--- src/rtl/mpmc11_port_arbiter_if.sv ---
// Request/grant bundle between mpmc11 requester ports, the command controller and the arbiter.
// The master side drives requests and controller pulses; the slave side is the arbiter.
interface mpmc11_port_arbiter_if #(
  parameter int NPORT = 16,
  parameter int PORTW = 4
) ();
  logic [NPORT-1:0] req;
  logic [NPORT-1:0] lock;
  logic             cmd_ack;
  logic             done;
  logic             gnt_valid;
  logic [PORTW-1:0] gnt_port;
  logic [NPORT-1:0] gnt_onehot;
  logic             busy;

  modport master (
    output req, lock, cmd_ack, done,
    input  gnt_valid, gnt_port, gnt_onehot, busy
  );

  modport slave (
    input  req, lock, cmd_ack, done,
    output gnt_valid, gnt_port, gnt_onehot, busy
  );
endinterface

--- src/rtl/mpmc11_port_arbiter.sv ---
// Round-robin arbiter for the mpmc11 command path: grants one port at a time, holds it
// through command acceptance and completion, and allows bounded bursts for locked ports.
//
// state        | meaning
// ST_IDLE      | no owner; scan req from last+1 and grant the first hit
// ST_GRANT     | grant presented, waiting for cmd_ack (or withdrawal of req)
// ST_WAIT_DONE | command accepted, waiting for the transaction to finish
module mpmc11_port_arbiter #(
  parameter int NPORT     = 16,
  parameter int PORTW     = 4,
  parameter int MAX_BURST = 4
) (
  input  logic                 clk,
  input  logic                 rst,
  mpmc11_port_arbiter_if.slave arb
);

  typedef enum logic [1:0] {
    ST_IDLE      = 2'd0,
    ST_GRANT     = 2'd1,
    ST_WAIT_DONE = 2'd2
  } state_t;

  state_t           state_q, state_d;
  logic [PORTW-1:0] last_q, last_d;
  logic [7:0]       burst_cnt_q, burst_cnt_d;
  logic             gnt_valid_q, gnt_valid_d;
  logic [PORTW-1:0] gnt_port_q, gnt_port_d;
  logic [NPORT-1:0] gnt_onehot_q, gnt_onehot_d;
  logic             busy_q, busy_d;

  logic             win_found;
  logic [PORTW-1:0] win_port;
  logic [PORTW-1:0] cand;
  logic             finish;
  logic             rearm;

  // Rotating priority scan; candidates are reduced modulo NPORT so no port >= NPORT is produced.
  always_comb begin
    win_found = 1'b0;
    win_port  = '0;
    cand      = '0;
    for (int i = 1; i <= NPORT; i++) begin
      cand = PORTW'((int'(last_q) + i) % NPORT);
      if (!win_found && arb.req[cand]) begin
        win_found = 1'b1;
        win_port  = cand;
      end
    end
  end

  always_comb begin
    state_d      = state_q;
    last_d       = last_q;
    burst_cnt_d  = burst_cnt_q;
    gnt_valid_d  = gnt_valid_q;
    gnt_port_d   = gnt_port_q;
    gnt_onehot_d = gnt_onehot_q;
    busy_d       = busy_q;
    finish       = 1'b0;
    rearm        = arb.lock[gnt_port_q] && arb.req[gnt_port_q] &&
                   (burst_cnt_q < 8'(MAX_BURST - 1));

    case (state_q)
      ST_IDLE: begin
        if (win_found) begin
          state_d                = ST_GRANT;
          gnt_port_d             = win_port;
          gnt_onehot_d           = '0;
          gnt_onehot_d[win_port] = 1'b1;
          gnt_valid_d            = 1'b1;
          busy_d                 = 1'b1;
        end
      end
      ST_GRANT: begin
        if (arb.cmd_ack && arb.done) begin
          finish = 1'b1;
        end else if (arb.cmd_ack) begin
          state_d     = ST_WAIT_DONE;
          gnt_valid_d = 1'b0;
        end else if (!arb.req[gnt_port_q]) begin
          state_d      = ST_IDLE;
          last_d       = gnt_port_q;
          gnt_valid_d  = 1'b0;
          gnt_onehot_d = '0;
          busy_d       = 1'b0;
          burst_cnt_d  = '0;
        end
      end
      ST_WAIT_DONE: begin
        if (arb.done) finish = 1'b1;
      end
      default: state_d = ST_IDLE;
    endcase

    // Transaction complete: either re-grant the locked port or release the path.
    if (finish) begin
      if (rearm) begin
        state_d     = ST_GRANT;
        burst_cnt_d = burst_cnt_q + 8'd1;
        gnt_valid_d = 1'b1;
      end else begin
        state_d      = ST_IDLE;
        last_d       = gnt_port_q;
        burst_cnt_d  = '0;
        gnt_valid_d  = 1'b0;
        gnt_onehot_d = '0;
        busy_d       = 1'b0;
      end
    end
  end

  always_ff @(posedge clk) begin
    if (rst) begin
      state_q      <= ST_IDLE;
      last_q       <= PORTW'(NPORT - 1);
      burst_cnt_q  <= '0;
      gnt_valid_q  <= 1'b0;
      gnt_port_q   <= '0;
      gnt_onehot_q <= '0;
      busy_q       <= 1'b0;
    end else begin
      state_q      <= state_d;
      last_q       <= last_d;
      burst_cnt_q  <= burst_cnt_d;
      gnt_valid_q  <= gnt_valid_d;
      gnt_port_q   <= gnt_port_d;
      gnt_onehot_q <= gnt_onehot_d;
      busy_q       <= busy_d;
    end
  end

  assign arb.gnt_valid  = gnt_valid_q;
  assign arb.gnt_port   = gnt_port_q;
  assign arb.gnt_onehot = gnt_onehot_q;
  assign arb.busy       = busy_q;

endmodule

--- src/flat_wrapper.sv ---
// flat-port wrapper written by rule: the top's interface ports become plain ports
module mpmc11_port_arbiter_flat 
#(
  parameter int NPORT     = 16,
  parameter int PORTW     = 4,
  parameter int MAX_BURST = 4
)
  (clk, rst, arb_req, arb_lock, arb_cmd_ack, arb_done, arb_gnt_valid, arb_gnt_port, arb_gnt_onehot, arb_busy);
  mpmc11_port_arbiter_if #(.NPORT(NPORT), .PORTW(PORTW)) arb_i ();
  input  logic clk;
  input  logic rst;
  input wire logic [$bits(arb_i.req)-1:0] arb_req;
  input wire logic [$bits(arb_i.lock)-1:0] arb_lock;
  input wire logic [$bits(arb_i.cmd_ack)-1:0] arb_cmd_ack;
  input wire logic [$bits(arb_i.done)-1:0] arb_done;
  output wire logic [$bits(arb_i.gnt_valid)-1:0] arb_gnt_valid;
  output wire logic [$bits(arb_i.gnt_port)-1:0] arb_gnt_port;
  output wire logic [$bits(arb_i.gnt_onehot)-1:0] arb_gnt_onehot;
  output wire logic [$bits(arb_i.busy)-1:0] arb_busy;
  assign arb_i.req = arb_req;
  assign arb_i.lock = arb_lock;
  assign arb_i.cmd_ack = arb_cmd_ack;
  assign arb_i.done = arb_done;
  assign arb_gnt_valid = arb_i.gnt_valid;
  assign arb_gnt_port = arb_i.gnt_port;
  assign arb_gnt_onehot = arb_i.gnt_onehot;
  assign arb_busy = arb_i.busy;
  mpmc11_port_arbiter #(.NPORT(NPORT), .PORTW(PORTW), .MAX_BURST(MAX_BURST)) u_core (.clk(clk), .rst(rst), .arb(arb_i));
endmodule
--- config.mk ---
export PLATFORM = sky130hd
export DESIGN_NAME = mpmc11_port_arbiter_flat
export DESIGN_NICKNAME = d
export VERILOG_FILES = /design/src/rtl/mpmc11_port_arbiter_if.sv /design/src/rtl/mpmc11_port_arbiter.sv /design/src/flat_wrapper.sv
export SDC_FILE = /design/constraint.sdc
export NUM_CORES = 1
export LEC_CHECK = 0
export CAP_MARGIN = 20
export CELL_PAD_IN_SITES_DETAIL_PLACEMENT = 0
export CELL_PAD_IN_SITES_GLOBAL_PLACEMENT = 2
export CORE_MARGIN = 4
export CORE_UTILIZATION = 35
export DETAILED_ROUTE_END_ITERATION = 7
export MAX_ROUTING_LAYER = met4
export PLACE_DENSITY_LB_ADDON = 0.1
export SLEW_MARGIN = 20
export SYNTH_ARGS = -nofsm -noshare
export SYNTH_HDL_FRONTEND = slang
export SYNTH_SLANG_ARGS = --single-unit
export TNS_END_PERCENT = 5
--- constraint.sdc ---
create_clock -name clk -period 5.6 [get_ports clk]
set_input_delay 1.68 -clock clk [delete_from_list [all_inputs] [get_ports clk]]
set_output_delay 1.68 -clock clk [all_outputs]
set_load 0.01 [all_outputs]
==> parameters.txt, run 1 <==
Parameter                              Value

Placement
  Buffers added on ports ... 57
  Post-DP HPWL ... 10700 um
  Number of placed instances with taps included ... 661
  Placer's final routability congestion estimate ... 0.936
  Cell Area, Placed ... 5120 um^2

Critical path
  Worst Setup Path Type ... in -> reg
  Launch point of the worst reg-to-reg path ... u_core.last_q[0]
  CP Data Arrival Time ... 5490 ps
  Setup crit start ... arb_req[11]
  Endpoint type of the worst setup path ... flip-flop
  Max Fanout on Critical Path ... 7
  Data required time of the critical path ... 5770 ps
  Startpoint type of the worst setup path ... primary input

Clock tree
  Clk_lat worst skew ... 280 ps
  Sink Count ... 36
  Number of buffers inserted to repair setup after CTS ... 0
  Inserted Clock Buffers ... 5
  Clock transition time at the flip-flop clock pins of the worst setup and hold paths ... 60 ps
  Clk root buf ... clkbuf_16
  Post-cts hold buffer count ... 0
  TritonCTS clock tree ... built
  Number of H-tree levels ... 2
  Max Root-Sink Buffers ... 2
  # resized after CTS ... 0

Finish
  Commonest non-fill, non-tap cell in the layout ... clkdlybuf4s50_1
  Core Util, Final ... 45.9%
  Ratio of cells with drive above 1 in the final layout ... 23.8%
  Growth of design area from synthesis to finish ... 27.5%
  # diodes ... 0
  Post-layout net count ... 574
  Commonest cells after routing, fill and taps aside ... clkdlybuf4s50_1 (57), buf_4 (46), mux4_2 (38), nor2_1 (38), dfxtp_1 (36)
  Non-Filler Instances ... 669
  Final design area excluding fillers ... 5290 um^2

Timing
  Timing-limited maximum frequency ... 0.188 GHz
  Number of failing setup endpoints in the final timing report ... 0
  Max Transition Viols Final ... 0
  Hold Violations, Final ... 0
  Setup repair after global routing missed its margin ... no
  Layout Skew ... 2.53 ps
  Fin crit period ... 5330 ps
  Final TNS setup ... 0 ps
  Worst Tran Pin Value ... 800 ps
  Final cycle utilization of the critical path ... 95.1%
  Headroom to the max-slew limit ... 45.1%

Route
  Detailed-route wire length per cell ... 20.1 um
  Wire length after detailed routing ... 13500 um
  1st-iter DRT viols ... 275
  Via count of the routed design ... 4076
  Count of unresolved DRC violations after routing ... 0
  Vias per inst ... 6.09
  ANT nets after route ... 0
  Pre-antenna DRT Iters ... 6

Global route
  Vias in the first global route ... 3974
  Number of antenna violations at the first check in global routing ... 0
  Overflow after GRT ... 0
  Pin count of the biggest net entering global routing ... 28
  Total routing resource utilization after global routing ... 20.6%
  Wire length of the first global-routing pass ... 21500 um

Pwr
  Worst ir drop on vdd ... 195 uV
  Static Leak ... 2.04 nW
  Power per unit of standard cell area ... 639 nW/um^2

Die
  Total die area ... 13700 um^2
  Count of standard-cell rows ... 39
  Starting Density ... 36.0%
  DIE WIDTH ... 117 um
  Die height ... 117 um
  Placeable core region ... 11500 um^2
  Boundary Pins ... 58

Yosys
  Ys flop type ... dfxtp_1
  Cell count after synthesis ... 440
  Synth async-reset ratio ... 0%
  #FFs+latches synth ... 36
  Number of enable-type register cells in the synthesized netlist ... 0
  Post-synthesis instance area ... 4150 um^2
  Register area share after synthesis ... 17.4%
  Yosys cell types ... 80
  Number of nets produced by synthesis ... 489
  Synth Area per Inst ... 9.42 um^2
  YS warnings ... 0

Outcome
  Result of the run ... finished clean

Job
  Max cap viols ... 0

Min path
  Worst hold path type ... reg -> reg
  Critical hold path startpoint ... u_core.burst_cnt_q[3]
## final cells by class
| class | count | area [um^2] |
|---|---|---|
| inverter | 10 | 37.5 |
| sequential | 36 | 721 |
| clock inverter | 3 | 42.5 |
| timing repair buffer | 103 | 916 |
| multi-input combinational | 369 | 3270 |
| clock buffer | 5 | 125 |
| tap | 143 | 179 |
| fill | 1149 | 6230 |
## sequential cells by signal, indices dropped and copies added (netlist names)
name / count
u_core.arb.gnt_port: 4
u_core.arb.gnt_valid: 1
u_core.arb.busy: 1
u_core.burst_cnt_q: 8
u_core.last_q: 4
u_core.state_q: 2
u_core.arb.gnt_onehot: 16
## stage by stage
step           power (mW)  hold WS, ps  setup WS, ps
2_1_floorplan        2.15          430           711
3_3_place_gp         3.03          444          72.0
3_5_place_dp         3.04          445          36.6
4_1_cts              3.37          465           314
5_1_grt              3.65          487          68.8
6_report             3.38          464           274
## per-layer routing
metal / routed length (um) / global-route usage [%] / up-vias / part of all wire, %
met2: 6190 / 31.6 / 162 / 46
met5: 0 / - / - / 0
met3: 786 / 3.08 / 12 / 5.8
li1: - / - / 1913 / -
met4: 94 / 3.29 / 0 / 0.70
met1: 6380 / 29.4 / 1989 / 47
## cell families after synthesis
logic type / Yosys count / share of synthesized area, %
compound gates: 113 / 20.4
xor+xnor: 12 / 2.53
simple gates: 142 / 18.2
flops: 36 / 17.4
fa+ha+maj: 13 / 3.92
buf+inv: 35 / 3.86
mux: 89 / 33.6
## cells in the mapped netlist (3+ instances only)
| cell | n | share of area, % |
|---|---|---|
| mux2_1 | 8 | 2.2 |
| nand2_1 | 30 | 2.7 |
| or2_2 | 4 | 0.60 |
| a211o_1 | 3 | 0.63 |
| mux2i_1 | 28 | 6.8 |
| o2111ai_1 | 3 | 0.63 |
| o211ai_1 | 6 | 1.1 |
| nand3_1 | 11 | 1.3 |
| mux4_2 | 38 | 21 |
| dfxtp_1 | 36 | 17 |
| clkbuf_1 | 9 | 0.81 |
| nand2b_1 | 4 | 0.60 |
| buf_2 | 8 | 0.97 |
| a311o_1 | 3 | 0.72 |
| and2_1 | 8 | 1.2 |
| xnor2_1 | 9 | 1.9 |
| nor2b_1 | 3 | 0.45 |
| a211oi_1 | 6 | 1.1 |
| o22ai_1 | 4 | 0.60 |
| a21o_1 | 3 | 0.54 |
| o21a_1 | 3 | 0.54 |
| nor2_1 | 38 | 3.4 |
| a21oi_1 | 19 | 2.3 |
| xor2_1 | 3 | 0.63 |
| ha_1 | 13 | 3.9 |
| or4_1 | 4 | 0.72 |
| a22oi_1 | 6 | 1.1 |
| inv_1 | 9 | 0.81 |
| nor3_1 | 9 | 1.1 |
| nor4_1 | 3 | 0.45 |
| a22o_1 | 15 | 3.2 |
| buf_1 | 5 | 0.45 |
| and3_1 | 4 | 0.60 |
| a31oi_1 | 4 | 0.60 |
| nor3b_1 | 4 | 0.72 |
| mux2_2 | 15 | 4.1 |
| o21ai_0 | 6 | 0.72 |
## report_power, final
part           internal (mW)  total (mW)  switching, mW
clock network          0.209       0.317          0.108
registers              0.315       0.364         0.0488
logic                   1.20        2.70           1.50
total                   1.72        3.38           1.66
## path summary, 6_finish.rpt
| path | endpoint | slack (ps) | cells past startpoint |
|---|---|---|---|
| setup / recovery | u_core.arb.gnt_onehot[7] | 270 | 12 |
| hold / removal | u_core.burst_cnt_q[3] | 460 | 1 |
| setup reg to reg | u_core.arb.gnt_onehot[7] | 970 | 13 |
| hold reg to reg | u_core.burst_cnt_q[3] | 460 | 1 |
## critical path: stages
cell and delay, ps:
clkdlybuf4s50_1 540, mux2_1 390, mux2_2 310, mux4_2 520, or4_4 600, nor3_1 330
o2111ai_1 220, a31oi_1 220, a21o_1 260, a21oi_1 70, buf_4 160, a22o_1 200
Note: power is estimated with default switching activity, not from simulation.
==> run 2: changes to the inputs <==
Settings changed: GPL_ROUTABILITY_DRIVEN set to 0.
==> run 2 against run 1 <==
  * Non-clock buffer count grew 3
  * Critical path type unchanged
  * Highest routed layer unchanged
  * Maximum frequency increased by 1.1%
  * Sequential cell count unchanged
  * Sequential share of layout area barely moved
==> parameters.txt, run 2 (synthesized netlist as in run 1, its figures left out) <==
Parameter                              Value

Route
  Via count of the routed design ... 4034 (-1.0%)
  Count of unresolved DRC violations after routing ... 0 (unchanged)
  Detailed-route wire length per cell ... 19.6 um (-2.7%)
  Vias per inst ... 6.00 (-1.5%)
  ANT nets after route ... 0 (unchanged)
  Wire length after detailed routing ... 13100 um (-2.3%)
  Pre-antenna DRT Iters ... 6 (unchanged)
  1st-iter DRT viols ... 285 (+3.6%)

Placement
  Post-DP HPWL ... 10500 um (-1.6%)
  Buffers added on ports ... 57 (unchanged)
  Setup slack after placement ... 67.7 ps (+31.1 ps)

Critical path
  Delay-heaviest family, CP ... simple AND/OR/NAND/NOR gates
  CP Data Arrival Time ... 5440 ps (-50 ps)
  Worst Setup Path Type ... in -> reg
  Setup crit start ... arb_req[0]
  Launch point of the worst reg-to-reg path ... u_core.last_q[0]
  Slowest stage delay, CP ... 600 ps (about the same)
  Critical path buffers and inverters ... 1 (-1)
  Crit-path cells ... clkdlybuf4s50_1 -> mux2_1 -> mux2_2 -> mux4_2 -> or4_4 -> or2_1 -> or4_1 -> o21ai_2 -> nand2_2 -> and2_4 -> a22o_1
  Cell at the slowest stage of the critical path ... or4_4
  Max Fanout on Critical Path ... 7 (unchanged)
  Startpoint type of the worst setup path ... primary input
  Data required time of the critical path ... 5770 ps (about the same)
  Endpoint type of the worst setup path ... flip-flop

Pwr
  Worst ir drop on vdd ... 195 uV (about the same)
  Static Leak ... 2.05 nW (+0.29%)
  Power per unit of standard cell area ... 632 nW/um^2 (-1.2%)
  Final total power ... 3.34 mW (-1.1%)

Global route
  Pin count of the biggest net entering global routing ... 28 (unchanged)
  Total routing resource utilization after global routing ... 20.6% (-0.035 points)
  Wire length of the first global-routing pass ... 21500 um (-0.16%)
  Vias in the first global route ... 3939 (-0.88%)
  Overflow after GRT ... 0 (unchanged)
  Number of antenna violations at the first check in global routing ... 0 (unchanged)

Die
  Boundary Pins ... 58 (unchanged)
  Starting Density ... 36.0% (unchanged)
  Count of standard-cell rows ... 39 (unchanged)
  Total die area ... 13700 um^2 (unchanged)
  Placeable core region ... 11500 um^2 (unchanged)
  DIE WIDTH ... 117 um (unchanged)
  Die height ... 117 um (unchanged)

Timing
  Timing-limited maximum frequency ... 0.190 GHz (+1.1%)
  Number of failing setup endpoints in the final timing report ... 0 (unchanged)
  Headroom to the max-slew limit ... 41.9% (-3.3 points)
  Max Transition Viols Final ... 0 (unchanged)
  Setup repair after global routing missed its margin ... no
  Fin crit period ... 5270 ps (-58.9 ps)
  Layout Skew ... 6.07 ps (+3.54 ps)
  Worst Tran Pin Value ... 848 ps (+47.6 ps)
  Final TNS setup ... 0 ps (unchanged)
  Post-route worst setup slack ... 333 ps (+58.9 ps)
  Hold Violations, Final ... 0 (unchanged)
  Final cycle utilization of the critical path ... 94.1% (-1.1 points)

Finish
  Max reg flops ... 16 (unchanged)
  Commonest cells after routing, fill and taps aside ... clkdlybuf4s50_1 (57), buf_4 (49), mux4_2 (38), nor2_1 (38), dfxtp_1 (36)
  Commonest non-fill, non-tap cell in the layout ... clkdlybuf4s50_1
  Growth of design area from synthesis to finish ... 27.6% (about the same)
  Ratio of cells with drive above 1 in the final layout ... 24.0% (+0.24 points)
  # diodes ... 0 (unchanged)
  Post-layout net count ... 577 (+0.52%)

Min path
  Critical hold path startpoint ... u_core.burst_cnt_q[4]
  Worst hold path type ... reg -> reg

Clock tree
  Clk_lat worst skew ... 280 ps (about the same)
  Clock transition time at the flip-flop clock pins of the worst setup and hold paths ... 60 ps (about the same)
  Clk root buf ... clkbuf_16
  Max Root-Sink Buffers ... 2 (unchanged)
  Number of buffers inserted to repair setup after CTS ... 0 (unchanged)
  Number of H-tree levels ... 2 (unchanged)
  Post-cts hold buffer count ... 0 (unchanged)
  TritonCTS clock tree ... built
  Sink Count ... 36 (unchanged)
  Inserted Clock Buffers ... 5 (unchanged)
  # resized after CTS ... 0 (unchanged)

Job
  Max cap viols ... 0 (unchanged)

Outcome
  Result of the run ... finished clean
==> run 2: changes by cell type in the layout (fill, tap and decap cells not counted), sizes merged <==
cell / delta
clkinv: -1
clkbuf: +2
buf: +3
bufinv: -1
==> run 2: final cells by class <==
| type | count | area (um^2) |
|---|---|---|
| clock inverter | 1 | 7.51 |
| clock buffer | 7 | 143 |
| tap | 143 | 179 |
| sequential | 36 | 721 |
| fill | 1104 | 6220 |
| multi-input combinational | 369 | 3270 |
| inverter | 10 | 37.5 |
| timing repair buffer | 106 | 938 |
==> run 2: layer usage <==
metal	track usage, %	routed length (um)	vias to the layer above
li1	-	-	1918
met1	29.6	6260	1939
met2	30.8	5950	156
met3	3.03	715	21
met4	4.20	220	0
met5	-	0	-
==> run 2: where the power goes <==
part / internal [mW] / total, mW / switching [mW]
sequential: 0.315 / 0.364 / 0.0497
clock: 0.177 / 0.280 / 0.103
combinational: 1.22 / 2.70 / 1.48
total: 1.71 / 3.34 / 1.63
==> run 2: stage by stage <==
stage	area [um^2]	util, %	std cells	hold slack, ps
detailed placement	5140	44.6	664	450
global placement	5140	44.6	664	444
floorplan	4150	-	440	430
finish	5290	45.9	672	459
global route	5290	45.9	672	474
CTS	5290	45.9	672	462
==> run 2: final timing paths <==
kind	end	slack, ps	cells after the start
worst min register to register	u_core.burst_cnt_q[4]	460	1
worst min-delay path	u_core.burst_cnt_q[4]	460	1
worst max register to register	u_core.arb.gnt_onehot[13]	1210	12
worst max-delay path	u_core.arb.gnt_onehot[13]	330	11
==> run 3: changes to the inputs <==
Settings changed: CTS_CLUSTER_SIZE set to 25.
==> results of run 3 <==
Final layout, timing and power as in run 2 (identical DEF).
